===== config.mk =====
export PLATFORM = sky130hd
export DESIGN_NAME = memory_stage
export DESIGN_NICKNAME = d
export VERILOG_FILES = /design/src/rtl/memory_stage.sv
export SDC_FILE = /design/constraint.sdc
export NUM_CORES = 1
export LEC_CHECK = 0
export ABC_AREA = 1
export BUFFER_PORTS_ARGS = -buffer_cell sky130_fd_sc_hd__buf_4
export CAP_MARGIN = 20
export CORE_AREA = 2 2 126 128
export CTS_BUF_LIST = sky130_fd_sc_hd__clkbuf_2 sky130_fd_sc_hd__clkbuf_4 sky130_fd_sc_hd__clkbuf_8
export DETAILED_ROUTE_END_ITERATION = 7
export DIE_AREA = 0 0 128 130
export PLACE_DENSITY = 0.73
export SLEW_MARGIN = 20
export SYNTH_ARGS = -nofsm -noshare
export SYNTH_HDL_FRONTEND = slang
export SYNTH_SLANG_ARGS = --single-unit

===== constraint.sdc =====
create_clock -name clk -period 4.27 [get_ports clk]
set_input_delay 0.854 -clock clk [delete_from_list [all_inputs] [get_ports clk]]
set_output_delay 0.854 -clock clk [all_outputs]
set_load 0.05 [all_outputs]

===== src/rtl/memory_stage.sv =====
// memory_stage: MEM stage of the 5-stage RV32I pipeline.
//   Drives the req/ready data-memory bus and formats load/store data. It
//   flags misaligned or unsupported accesses, stalls upstream while an access
//   is outstanding, aborts on a bus timeout, and holds the MEM/WB register.
// Ports:
//   clk, rst                 clock (rising edge), async active-high reset
//   ValidM..PCPlus4M         EX/MEM register contents
//   dmem_req/we/addr/be/wdata, dmem_ready/rdata   data-memory bus
//   StallM                   hold IF/ID/EX/MEM this cycle
//   ALU_ResultW, ReadDataW, PCPlus4W, RdW, RegWriteEnW, MemtoRegW, JALW
//                            MEM/WB register
//   MisalignW                misaligned/unsupported access retired (1 cycle)
//   BusErrW                  access aborted by timeout (1 cycle)
module memory_stage #(
   parameter int XLEN    = 32,
   parameter int TIMEOUT = 16
) (
   input  logic            clk,
   input  logic            rst,
   input  logic            ValidM,
   input  logic [XLEN-1:0] ALU_ResultM,
   input  logic [XLEN-1:0] WriteDataM,
   input  logic [2:0]      Funct3M,
   input  logic            MemReadM,
   input  logic            MemWriteM,
   input  logic            MemtoRegM,
   input  logic            JALM,
   input  logic            RegWriteEnM,
   input  logic [4:0]      RdM,
   input  logic [XLEN-1:0] PCPlus4M,
   output logic            dmem_req,
   output logic            dmem_we,
   output logic [XLEN-1:0] dmem_addr,
   output logic [3:0]      dmem_be,
   output logic [XLEN-1:0] dmem_wdata,
   input  logic            dmem_ready,
   input  logic [XLEN-1:0] dmem_rdata,
   output logic            StallM,
   output logic [XLEN-1:0] ALU_ResultW,
   output logic [XLEN-1:0] ReadDataW,
   output logic [XLEN-1:0] PCPlus4W,
   output logic [4:0]      RdW,
   output logic            RegWriteEnW,
   output logic            MemtoRegW,
   output logic            JALW,
   output logic            MisalignW,
   output logic            BusErrW
);

   localparam int CW = $clog2(TIMEOUT + 2);

   typedef enum logic {IDLE, WAIT} state_t;
   state_t state, state_nxt;
   logic [CW-1:0] cnt, cnt_nxt;

   logic access, aligned, memop, misop, timeout_hit, complete;

   function automatic logic [31:0] load_fmt(input logic [31:0] w, input logic [2:0] f3,
                                            input logic [1:0] a);
      logic [7:0]  b;
      logic [15:0] h;
      b = w[{a, 3'b000} +: 8];
      h = a[1] ? w[31:16] : w[15:0];
      case (f3)
         3'b000:  load_fmt = {{24{b[7]}}, b};
         3'b100:  load_fmt = {24'b0, b};
         3'b001:  load_fmt = {{16{h[15]}}, h};
         3'b101:  load_fmt = {16'b0, h};
         default: load_fmt = w;
      endcase
   endfunction

   function automatic logic [3:0] store_be(input logic [2:0] f3, input logic [1:0] a);
      case (f3[1:0])
         2'b00:   store_be = 4'b0001 << a;
         2'b01:   store_be = a[1] ? 4'b1100 : 4'b0011;
         default: store_be = 4'b1111;
      endcase
   endfunction

   function automatic logic [31:0] store_data(input logic [2:0] f3, input logic [31:0] d);
      case (f3[1:0])
         2'b00:   store_data = {4{d[7:0]}};
         2'b01:   store_data = {2{d[15:0]}};
         default: store_data = d;
      endcase
   endfunction

   // Unsupported size encodings (011, 110, 111) fall into the misaligned path.
   always_comb begin
      aligned = 1'b0;
      case (Funct3M)
         3'b000, 3'b100: aligned = 1'b1;
         3'b001, 3'b101: aligned = ~ALU_ResultM[0];
         3'b010:         aligned = (ALU_ResultM[1:0] == 2'b00);
         default:        aligned = 1'b0;
      endcase
   end

   assign access = ValidM & (MemReadM | MemWriteM);
   assign memop  = access & aligned;
   assign misop  = access & ~aligned;

   // cnt counts cycles the request has been outstanding, including the IDLE
   // cycle that raised it, so the abort lands on edge number TIMEOUT.
   assign timeout_hit = (TIMEOUT != 0) && (state == WAIT) && !dmem_ready &&
                        (cnt >= CW'(TIMEOUT - 1));
   assign complete    = dmem_ready & (((state == IDLE) & memop) | (state == WAIT));

   // Reset gates the bus and stall immediately, even with M inputs still live.
   assign dmem_req   = ~rst & (((state == IDLE) & memop) | (state == WAIT));
   assign StallM     = ~rst & (((state == IDLE) & memop & ~dmem_ready) |
                               ((state == WAIT) & ~dmem_ready & ~timeout_hit));
   assign dmem_we    = MemWriteM;
   assign dmem_addr  = {ALU_ResultM[XLEN-1:2], 2'b00};
   assign dmem_be    = MemWriteM ? store_be(Funct3M, ALU_ResultM[1:0]) : 4'b1111;
   assign dmem_wdata = store_data(Funct3M, WriteDataM);

   always_comb begin
      state_nxt = state;
      cnt_nxt   = cnt;
      case (state)
         IDLE: begin
            cnt_nxt = '0;
            if (memop && !dmem_ready) begin
               state_nxt = WAIT;
               cnt_nxt   = CW'(1);
            end
         end
         WAIT: begin
            if (dmem_ready || timeout_hit) begin
               state_nxt = IDLE;
               cnt_nxt   = '0;
            end else if (TIMEOUT != 0) begin
               cnt_nxt = cnt + CW'(1);
            end
         end
         default: begin
            state_nxt = IDLE;
            cnt_nxt   = '0;
         end
      endcase
   end

   always_ff @(posedge clk or posedge rst) begin
      if (rst) begin
         state <= IDLE;
         cnt   <= '0;
      end else begin
         state <= state_nxt;
         cnt   <= cnt_nxt;
      end
   end

   // MEM/WB register: control fields default to a bubble; only a retiring,
   // non-stalled, non-faulting instruction writes its controls through.
   always_ff @(posedge clk or posedge rst) begin
      if (rst) begin
         ALU_ResultW <= '0;
         ReadDataW   <= '0;
         PCPlus4W    <= '0;
         RdW         <= '0;
         RegWriteEnW <= 1'b0;
         MemtoRegW   <= 1'b0;
         JALW        <= 1'b0;
         MisalignW   <= 1'b0;
         BusErrW     <= 1'b0;
      end else begin
         ALU_ResultW <= ALU_ResultM;
         PCPlus4W    <= PCPlus4M;
         RdW         <= RdM;
         RegWriteEnW <= 1'b0;
         MemtoRegW   <= 1'b0;
         JALW        <= 1'b0;
         MisalignW   <= 1'b0;
         BusErrW     <= 1'b0;
         if (complete && MemReadM && !MemWriteM)
            ReadDataW <= load_fmt(dmem_rdata, Funct3M, ALU_ResultM[1:0]);
         if (timeout_hit) begin
            BusErrW <= 1'b1;
         end else if (misop) begin
            MisalignW <= 1'b1;
         end else if (ValidM && !StallM) begin
            RegWriteEnW <= RegWriteEnM;
            MemtoRegW   <= MemtoRegM;
            JALW        <= JALM;
         end
      end
   end

endmodule


==> results of run 1 <==
-- metal layers --
layer	wire length, um	up-vias	GRT usage
met5	0	-	0
met4	289	0	0.0537
met3	1190	18	0.0545
met2	7940	175	0.301
met1	6500	2042	0.241
li1	-	2217	-
-- registers in the layout, indices dropped and copies added, names as in the netlist --
name / count
RegWriteEnW: 1
PCPlus4W: 32
cnt: 5
ReadDataW: 32
MemtoRegW: 1
RdW: 5
BusErrW: 1
ALU_ResultW: 32
state: 1
JALW: 1
MisalignW: 1
-- layout make-up --
cell class | count | area, um^2
Timing Repair Buffer | 322 | 2420
Sequential cell | 112 | 2800
Clock inverter | 7 | 86.3
Inverter | 35 | 141
Clock buffer | 9 | 124
Fill cell | 1525 | 8110
Tap cell | 192 | 240
Multi-Input combinational cell | 346 | 1500
-- critical path, stage by stage --
cell and delay (ns):
buf_4 0.17, nor2_1 0.59, nand2_1 0.14, o211ai_1 0.15, buf_4 0.24
-- kinds of logic (layout without fill, tap and decap cells) --
family / after synthesis / count (layout) / share of synthesized area
AOI/OAI and AO/OA: 31 / 31 / 0.0380
adders and majority gates: 2 / 2 / 0.00511
buffers and inverters: 96 / 373 / 0.122
DFF: 112 / 112 / 0.572
other: 1 / 2 / 0.000765
and+or+nand+nor: 311 / 311 / 0.262
-- how the worst max path moves through the flow --
stage               depth (start not counted)  startpoint  slack (ns)              to
global placement                            5  Funct3M[0]        1.30  dmem_wdata[29]
CTS                                        10      cnt[0]        1.25          StallM
floorplan                                   3         rst        0.43          StallM
global route                                5  Funct3M[0]        1.12  dmem_wdata[29]
finish                                      5  Funct3M[0]        1.27  dmem_wdata[29]
detailed placement                          5  Funct3M[0]        1.27  dmem_wdata[29]
-- cell usage in the layout (no fill, tap or decap), drive strengths merged --
cell type  count
nor3           1
o21ai         18
nor2          31
nand2        231
buf          322
clkinvlp       2
ha             2
o21a           1
clkbuf         9
bufinv         1
dfrtp        112
nand3         46
nand4          1
o211ai         3
a21oi          2
nor3b          1
inv           36
conb           2
clkinv         3
a21o           7
-- report_power, final --
| group | leakage [nW] | internal, mW | switching (mW) |
|---|---|---|---|
| clock network | 0.104 | 0.284 | 0.381 |
| logic | 2.66 | 0.359 | 0.832 |
| registers | 1.37 | 1.18 | 0.0580 |
| total | 4.13 | 1.82 | 1.27 |
-- through the flow --
stage	power [mW]	setup slack, ns
floorplan	2.04	0.425
global placement	2.45	1.30
detailed placement	2.46	1.27
CTS	3.14	1.25
global route	3.24	1.12
finish	3.09	1.27
==> results.yml, run 1 <==
timing:
  rsz0062_at_grt: "false"
  finClkSkew_ns: 0.0162
  finalCritPeriodShare: 0.704
  worstMarginPinSlew_ns: 0.934
  setup_tns_ns: 0
  relSlewSlack: 0.377
  period_minus_slack_ns: 3.00
  slew_viol_final: 0
  hold_slack_ns: 0.492
  setup_viol: 0
  fmax_mhz: 333
  hold_violations: 0
worst_setup_path:
  startpoint_type: "primary input"
  path_max_fanout: 15
  r2r-end: "RegWriteEnW"
  r2r_cells: 10
  critPathKind: "primary input to output port"
  cp.required_ns: 3.42
  endpoint_kind: "output port"
  cp.arrival_ns: 2.15
  reg2reg_from: "cnt[0]"
  r2r_slack_ns: 2.51
final_layout:
  final_area_um2: 7310
  post-route-util: 0.474
  drive_gt1_frac: 0.426
  diodes: 0
  post_layout_nonfiller_instances: 1023
  nNetsFinal: 973
  area_growth_syn_to_layout_pct: 49.3
clocking:
  cts_resized: 0
  cts_tree: "built"
  clk_path_buf_depth: 2
  clock-sinks: 112
  htreeDepth: 3
  path_clk_slew_ns: 0.10
  cts-root-buf: "clkbuf_8"
  cts_setup_buffers: 0
  clock_latency_ns: 0.39
  ctsHoldBuffers: 0
  cts_buffers: 9
yosys:
  synthesis.area_um2: 4900
  synth_common_cells: "224 x nand2_1, 112 x dfrtp_1, 46 x buf_4, 45 x nand3_1, 31 x inv_1"
  syn_inst: 553
  avgSynthCellArea_um2: 8.86
  ys_ff_latch: 112
  synth_edf_count: 0
  ys_seq_area_frac: 0.572
  yosysWarnings: 0
  yosysMostFrequentCell: "nand2_1"
  synth_ff_type: "dfrtp_1"
  yosys.area.top_type: "dfrtp_1"
  synthDistinctLibCells: 29
  async_flop_share: 1.00
  synth_area_leaders: "dfrtp_1 57%, nand2_1 17%, buf_4 7.0%"
  synth_top_area_share: 0.572
worst_hold_path:
  holdCritPathClass: "flop to flop"
  hp-start: "ReadDataW[5]"
  worstHoldPathCells: 2
  min_to: "ReadDataW[5]"
status:
  outcome: "finished clean"
floorplan:
  dieHeight_um: 130
  die_x_um: 128
  pin_count: 322
  start_util: 0.318
  rows: 46
  die_area_um2: 16600
  core_um2: 15400
drt:
  vias: 4452
  drc: 0
  wl_um: 15900
  via_per_inst: 4.35
  dr.pass1.iters: 4
  post_drt_wl_per_cell_um: 15.6
  drt_iter0_drc: 317
  ant_nets: 0
power:
  p_leak_nw: 4.13
  cellPowerDensity_nw_per_um2: 422
  irDropWorstVdd_uv: 272
global_route:
  antenna_found_initial: 0
  gr-usage-all-layers: 0.185
  grt_pass1_wl_um: 23400
  grt_max_degree: 73
  grt_pass1_vias: 4315
  gr-total-overflow: 0
placement:
  place.gp.congestion: 0.840
  io_buffer_count: 319
  dp_hpwl_um: 12600
  dp.cells: 1007
  placed_area_um2: 7100
run:
  cap_violations: 0
No activity file was read; power rests on OpenSTA's default activity.
==> inputs of run 2 (changes only) <==
clock period = 2.6 ns   (was 4.27 ns; I/O delays follow)
==> run 2 against run 1 <==
Sequential power grew 65%. Largest cell class unchanged. Die area is the same. Highest routed layer unchanged. Routed wire length grew 2.7%. Final area grew 0.62%. Clock power grew 53%. Non-clock buffer count grew 5. First-iteration DRC count shrank 5.7%. Clock skew shrank 0.0068 ns. Critical endpoint is now StallM. Combinational power grew 66%. Utilization grew 0.29 points.
==> results.yml, run 2 (synthesized netlist as in run 1, its figures left out) <==
status:
  outcome: "finished clean"
clocking:
  path_clk_slew_ns: 0.11
  cts_buffers: 9
  clk_path_buf_depth: 2
  ctsHoldBuffers: 0
  cts_tree: "built"
  clock-sinks: 112
  cts-root-buf: "clkbuf_8"
  htreeDepth: 3
  clock_latency_ns: 0.39
worst_hold_path:
  worstHoldPathCells: 1
  min_to: "PCPlus4W[0]"
  holdCritPathClass: "primary input to flop"
  hp-start: "PCPlus4M[0]"
drt:
  via_per_inst: 4.47
  vias: 4599
  post_drt_wl_per_cell_um: 15.9
  ant_nets: 0
  drc: 0
  dr.pass1.iters: 5
  drt_iter0_drc: 299
  wl_um: 16300
run:
  cap_violations: 0
worst_setup_path:
  crit_start: "cnt[0]"
  endpoint_kind: "output port"
  slowest_stage: "dfrtp_1"
  max_stage_delay_ns: 0.41
  reg2reg_from: "cnt[0]"
  path_max_fanout: 3
  path_cells: "ha_1 > nand2_1 > nor2_1 > ha_1 > nor2_2 > nand3_2 > nand2_2 > nand2_2 > inv_1 > buf_6"
  cp.arrival_ns: 1.90
  r2r_slack_ns: 1.04
  r2r-end: "MemtoRegW"
  startpoint_type: "flop"
  r2r_cells: 10
  critPathKind: "flop to output port"
  cp.required_ns: 2.08
placement:
  dp_hpwl_um: 12800
  place.gp.congestion: 0.851
  dp.cells: 1010
  io_buffer_count: 319
timing:
  slew_viol_final: 0
  worstMarginPinSlew_ns: 0.618
  rsz0062_at_grt: "false"
  relSlewSlack: 0.588
  finClkSkew_ns: 0.00946
  finalCritPeriodShare: 0.929
  fmax_mhz: 414
  setup_viol: 0
  period_minus_slack_ns: 2.42
  hold_slack_ns: 0.224
  hold_violations: 0
power:
  p_total_mw: 5.02
  irDropWorstVdd_uv: 373
  cellPowerDensity_nw_per_um2: 683
  p_leak_nw: 4.15
floorplan:
  dieHeight_um: 130
  pin_count: 322
  start_util: 0.318
  core_um2: 15400
  rows: 46
  die_x_um: 128
  die_area_um2: 16600
final_layout:
  area_growth_syn_to_layout_pct: 50.2
  num-fill-cells: 1507
  reg_top3: "ALU_ResultW: 32 flops, PCPlus4W: 32 flops, ReadDataW: 32 flops"
  nNetsFinal: 978
  post_layout_nonfiller_instances: 1028
  final_common_cell: "buf_4"
  diodes: 0
  drive_gt1_frac: 0.434
  mostFrequentLayoutCells: "325 x buf_4, 222 x nand2_1, 112 x dfrtp_1"
global_route:
  grt_pass1_wl_um: 24100
  grt_max_degree: 113
  gr-total-overflow: 0
  grt_pass1_vias: 4347
  antenna_found_initial: 0
  gr-usage-all-layers: 0.190
[run 2: worst max-delay path, delay by kind of cell (launching register included)]
| family | cells | cell delay (ns) |
|---|---|---|
| flip-flops | 1 | 0.41 |
| buffers and inverters | 2 | 0.22 |
| AND/OR/NAND/NOR | 6 | 0.50 |
| adder cells (fa/ha/maj) | 2 | 0.40 |
[run 2: metrics by stage]
stage | setup WS (ns) | area [um^2] | setup TNS, ns | utilization
floorplan | -0.532 | 4910 | -0.568 | -
CTS | 0.0105 | 7340 | 0 | 0.476
detailed placement | 0.345 | 7140 | 0 | 0.463
finish | 0.185 | 7360 | 0 | 0.477
global route | 0.00798 | 7360 | 0 | 0.477
global placement | 0.428 | 7140 | 0 | 0.463
[run 2: report_power, final]
part | switching [mW] | total (mW) | internal, mW
combinational | 1.37 | 1.97 | 0.598
clock | 0.635 | 1.02 | 0.389
sequential | 0.0977 | 2.03 | 1.93
total | 2.10 | 5.02 | 2.92
[run 2: how the worst max path moves through the flow]
stage / slack [ns] / endpoint
5_1_grt: 0.008 / StallM
3_3_place_gp: 0.43 / dmem_be[0]
2_1_floorplan: -0.53 / StallM
4_1_cts: 0.01 / StallM
6_report: 0.18 / StallM
3_5_place_dp: 0.35 / StallM
[run 2: final cells by class]
cell class	count	area, um^2	share of cell area
clock buffers	10	138	0.0187
multi-input cells	346	1520	0.206
flip-flops and latches	112	2800	0.381
repair buffers	327	2470	0.336
well taps	192	240	0.0326
clock inverters	6	51.3	0.00697
inverters	35	141	0.0192
[run 2: what timing repair did]
action	4_1_cts	5_1_grt
resized for setup	3	2
buffers inserted	0	2
endpoints found under the setup margin	1	1
pin swaps	1	1
[run 2: metal layers]
layer  up-vias  global-route usage  wire [um]
li1       2220                   -          -
met1      2188               0.250       6700
met2       171               0.311       8230
met3        20              0.0492       1200
met4         0              0.0575        214
met5         -                   0          0
==> inputs of run 3 (changes only) <==
REMOVE_ABC_BUFFERS = 1   (was not set)
SETUP_SLACK_MARGIN = 0.2   (was not set)
==> run 3 against run 2 <==
Clock power rose by 20%. Die area stayed put. Total power is 3.8% higher. First-iteration DRC count down 10%. Critical endpoint unchanged. Largest power group unchanged. Sequential power about the same.
==> results.yml, run 3 (synthesized netlist as in run 1, its figures left out) <==
worst_setup_path:
  cp.required_ns: 2.08
  r2r_cells: 10
  startpoint_type: "flop"
  r2r-end: "JALW"
  reg2reg_from: "cnt[1]"
  path_max_fanout: 3
  critPathKind: "flop to output port"
  r2r_slack_ns: 1.06
  endpoint_kind: "output port"
  cp.arrival_ns: 1.86
  crit_start: "cnt[1]"
final_layout:
  reg_top3: "ALU_ResultW: 32 flops, PCPlus4W: 32 flops, ReadDataW: 32 flops"
  post_layout_nonfiller_instances: 1029
  post-route-util: 0.481
  final_common_cell: "buf_4"
  num-fill-cells: 1480
  nNetsFinal: 978
  mostFrequentLayoutCells: "325 x buf_4, 221 x nand2_1, 112 x dfrtp_1"
  drive_gt1_frac: 0.439
  area_growth_syn_to_layout_pct: 51.6
timing:
  finClkSkew_ns: 0.00893
  hold_slack_ns: 0.238
  worstMarginPinSlew_ns: 0.618
  relSlewSlack: 0.588
  setup_slack_ns: 0.216
  fmax_mhz: 420
  period_minus_slack_ns: 2.38
  finalCritPeriodShare: 0.917
  slew_viol_final: 0
  setup_viol: 0
  rsz0062_at_grt: "true"
  hold_violations: 0
drt:
  post_drt_wl_per_cell_um: 15.8
  vias: 4551
  drc: 0
  via_per_inst: 4.42
  dr.pass1.iters: 5
  wl_um: 16300
  drt_iter0_drc: 268
  ant_nets: 0
global_route:
  grt_pass1_wl_um: 23700
  grt_pass1_vias: 4395
  gr-total-overflow: 0
  antenna_found_initial: 1
  gr-usage-all-layers: 0.187
  grt_max_degree: 113
floorplan:
  start_util: 0.318
  die_x_um: 128
  die_area_um2: 16600
  core_um2: 15400
  pin_count: 322
  rows: 46
  dieHeight_um: 130
power:
  cellPowerDensity_nw_per_um2: 702
  irDropWorstVdd_uv: 437
  p_leak_nw: 4.18
worst_hold_path:
  min_to: "PCPlus4W[1]"
  hp-start: "PCPlus4M[1]"
  holdCritPathClass: "primary input to flop"
  worstHoldPathCells: 1
placement:
  dp.cells: 1009
  pre_cts_ws_ns: 0.356
  place.gp.congestion: 0.787
  dp_hpwl_um: 12300
  io_buffer_count: 319
status:
  outcome: "finished clean"
clocking:
  path_clk_slew_ns: 0.11
  cts_tree: "built"
  clock_latency_ns: 0.38
  htreeDepth: 3
  clock-sinks: 112
  clk_path_buf_depth: 2
  cts_buffers: 9
  cts-root-buf: "clkbuf_8"
run:
  cap_violations: 0
## run 3: metrics by stage
step	setup TNS (ns)	total power, mW	cell area, um^2
after floorplan	-104.45	3.15	4440
after global placement	0	4.02	7130
after detailed placement	0	4.04	7130
after CTS	0	5.29	7410
after global routing	0	5.46	7420
final	0	5.22	7430
## run 3: worst max-delay path by stage
stage              to  slack [ns]  depth (start not counted)
2_1_floorplan  StallM       -1.42                          3
3_3_place_gp   StallM        0.45                         10
3_5_place_dp   StallM        0.36                         10
4_1_cts        StallM        0.20                         10
5_1_grt        StallM        0.09                         10
6_report       StallM        0.22                         10
## run 3: final cells by class
type | instances | area (um^2) | share of cell area
Antenna cell | 1 | 2.50 | 0.000337
Timing Repair Buffer | 327 | 2470 | 0.333
Tap cell | 192 | 240 | 0.0324
Inverter | 35 | 140 | 0.0189
Sequential cell | 112 | 2800 | 0.377
Clock buffer | 9 | 124 | 0.0167
Multi-Input combinational cell | 346 | 1530 | 0.206
Clock inverter | 7 | 114 | 0.0153
## run 3: what timing repair did
action	in CTS	in global routing
gates cloned	0	0
setup buffers	3	0
pin swaps	4	4
resized for setup	7	4
hold buffers	0	0
setup endpoints to repair	1	1
## run 3: power by group
group          switching [mW]  total (mW)  internal [mW]  leakage [nW]
Combinational            1.37        1.96          0.598          2.70
Sequential              0.100        2.03           1.93          1.37
Clock                   0.654        1.22          0.565         0.119
## run 3: critical path: stages, from the launching register on
cell     delay, ns
dfrtp_1       0.43
ha_2          0.20
nand2_2       0.06
nor2_1        0.04
ha_2          0.18
nor2_4        0.11
nand3_2       0.09
nand2_2       0.11
nand2_2       0.07
inv_2         0.06
buf_8         0.13
## run 3: metal layers
layer	routed length, um	GRT usage	vias to the layer above	share of wire
met5	0	0	-	0
li1	-	-	2230	-
met1	7090	0.250	2146	0.44
met2	8050	0.303	159	0.49
met3	888	0.0484	16	0.055
met4	247	0.0530	0	0.015
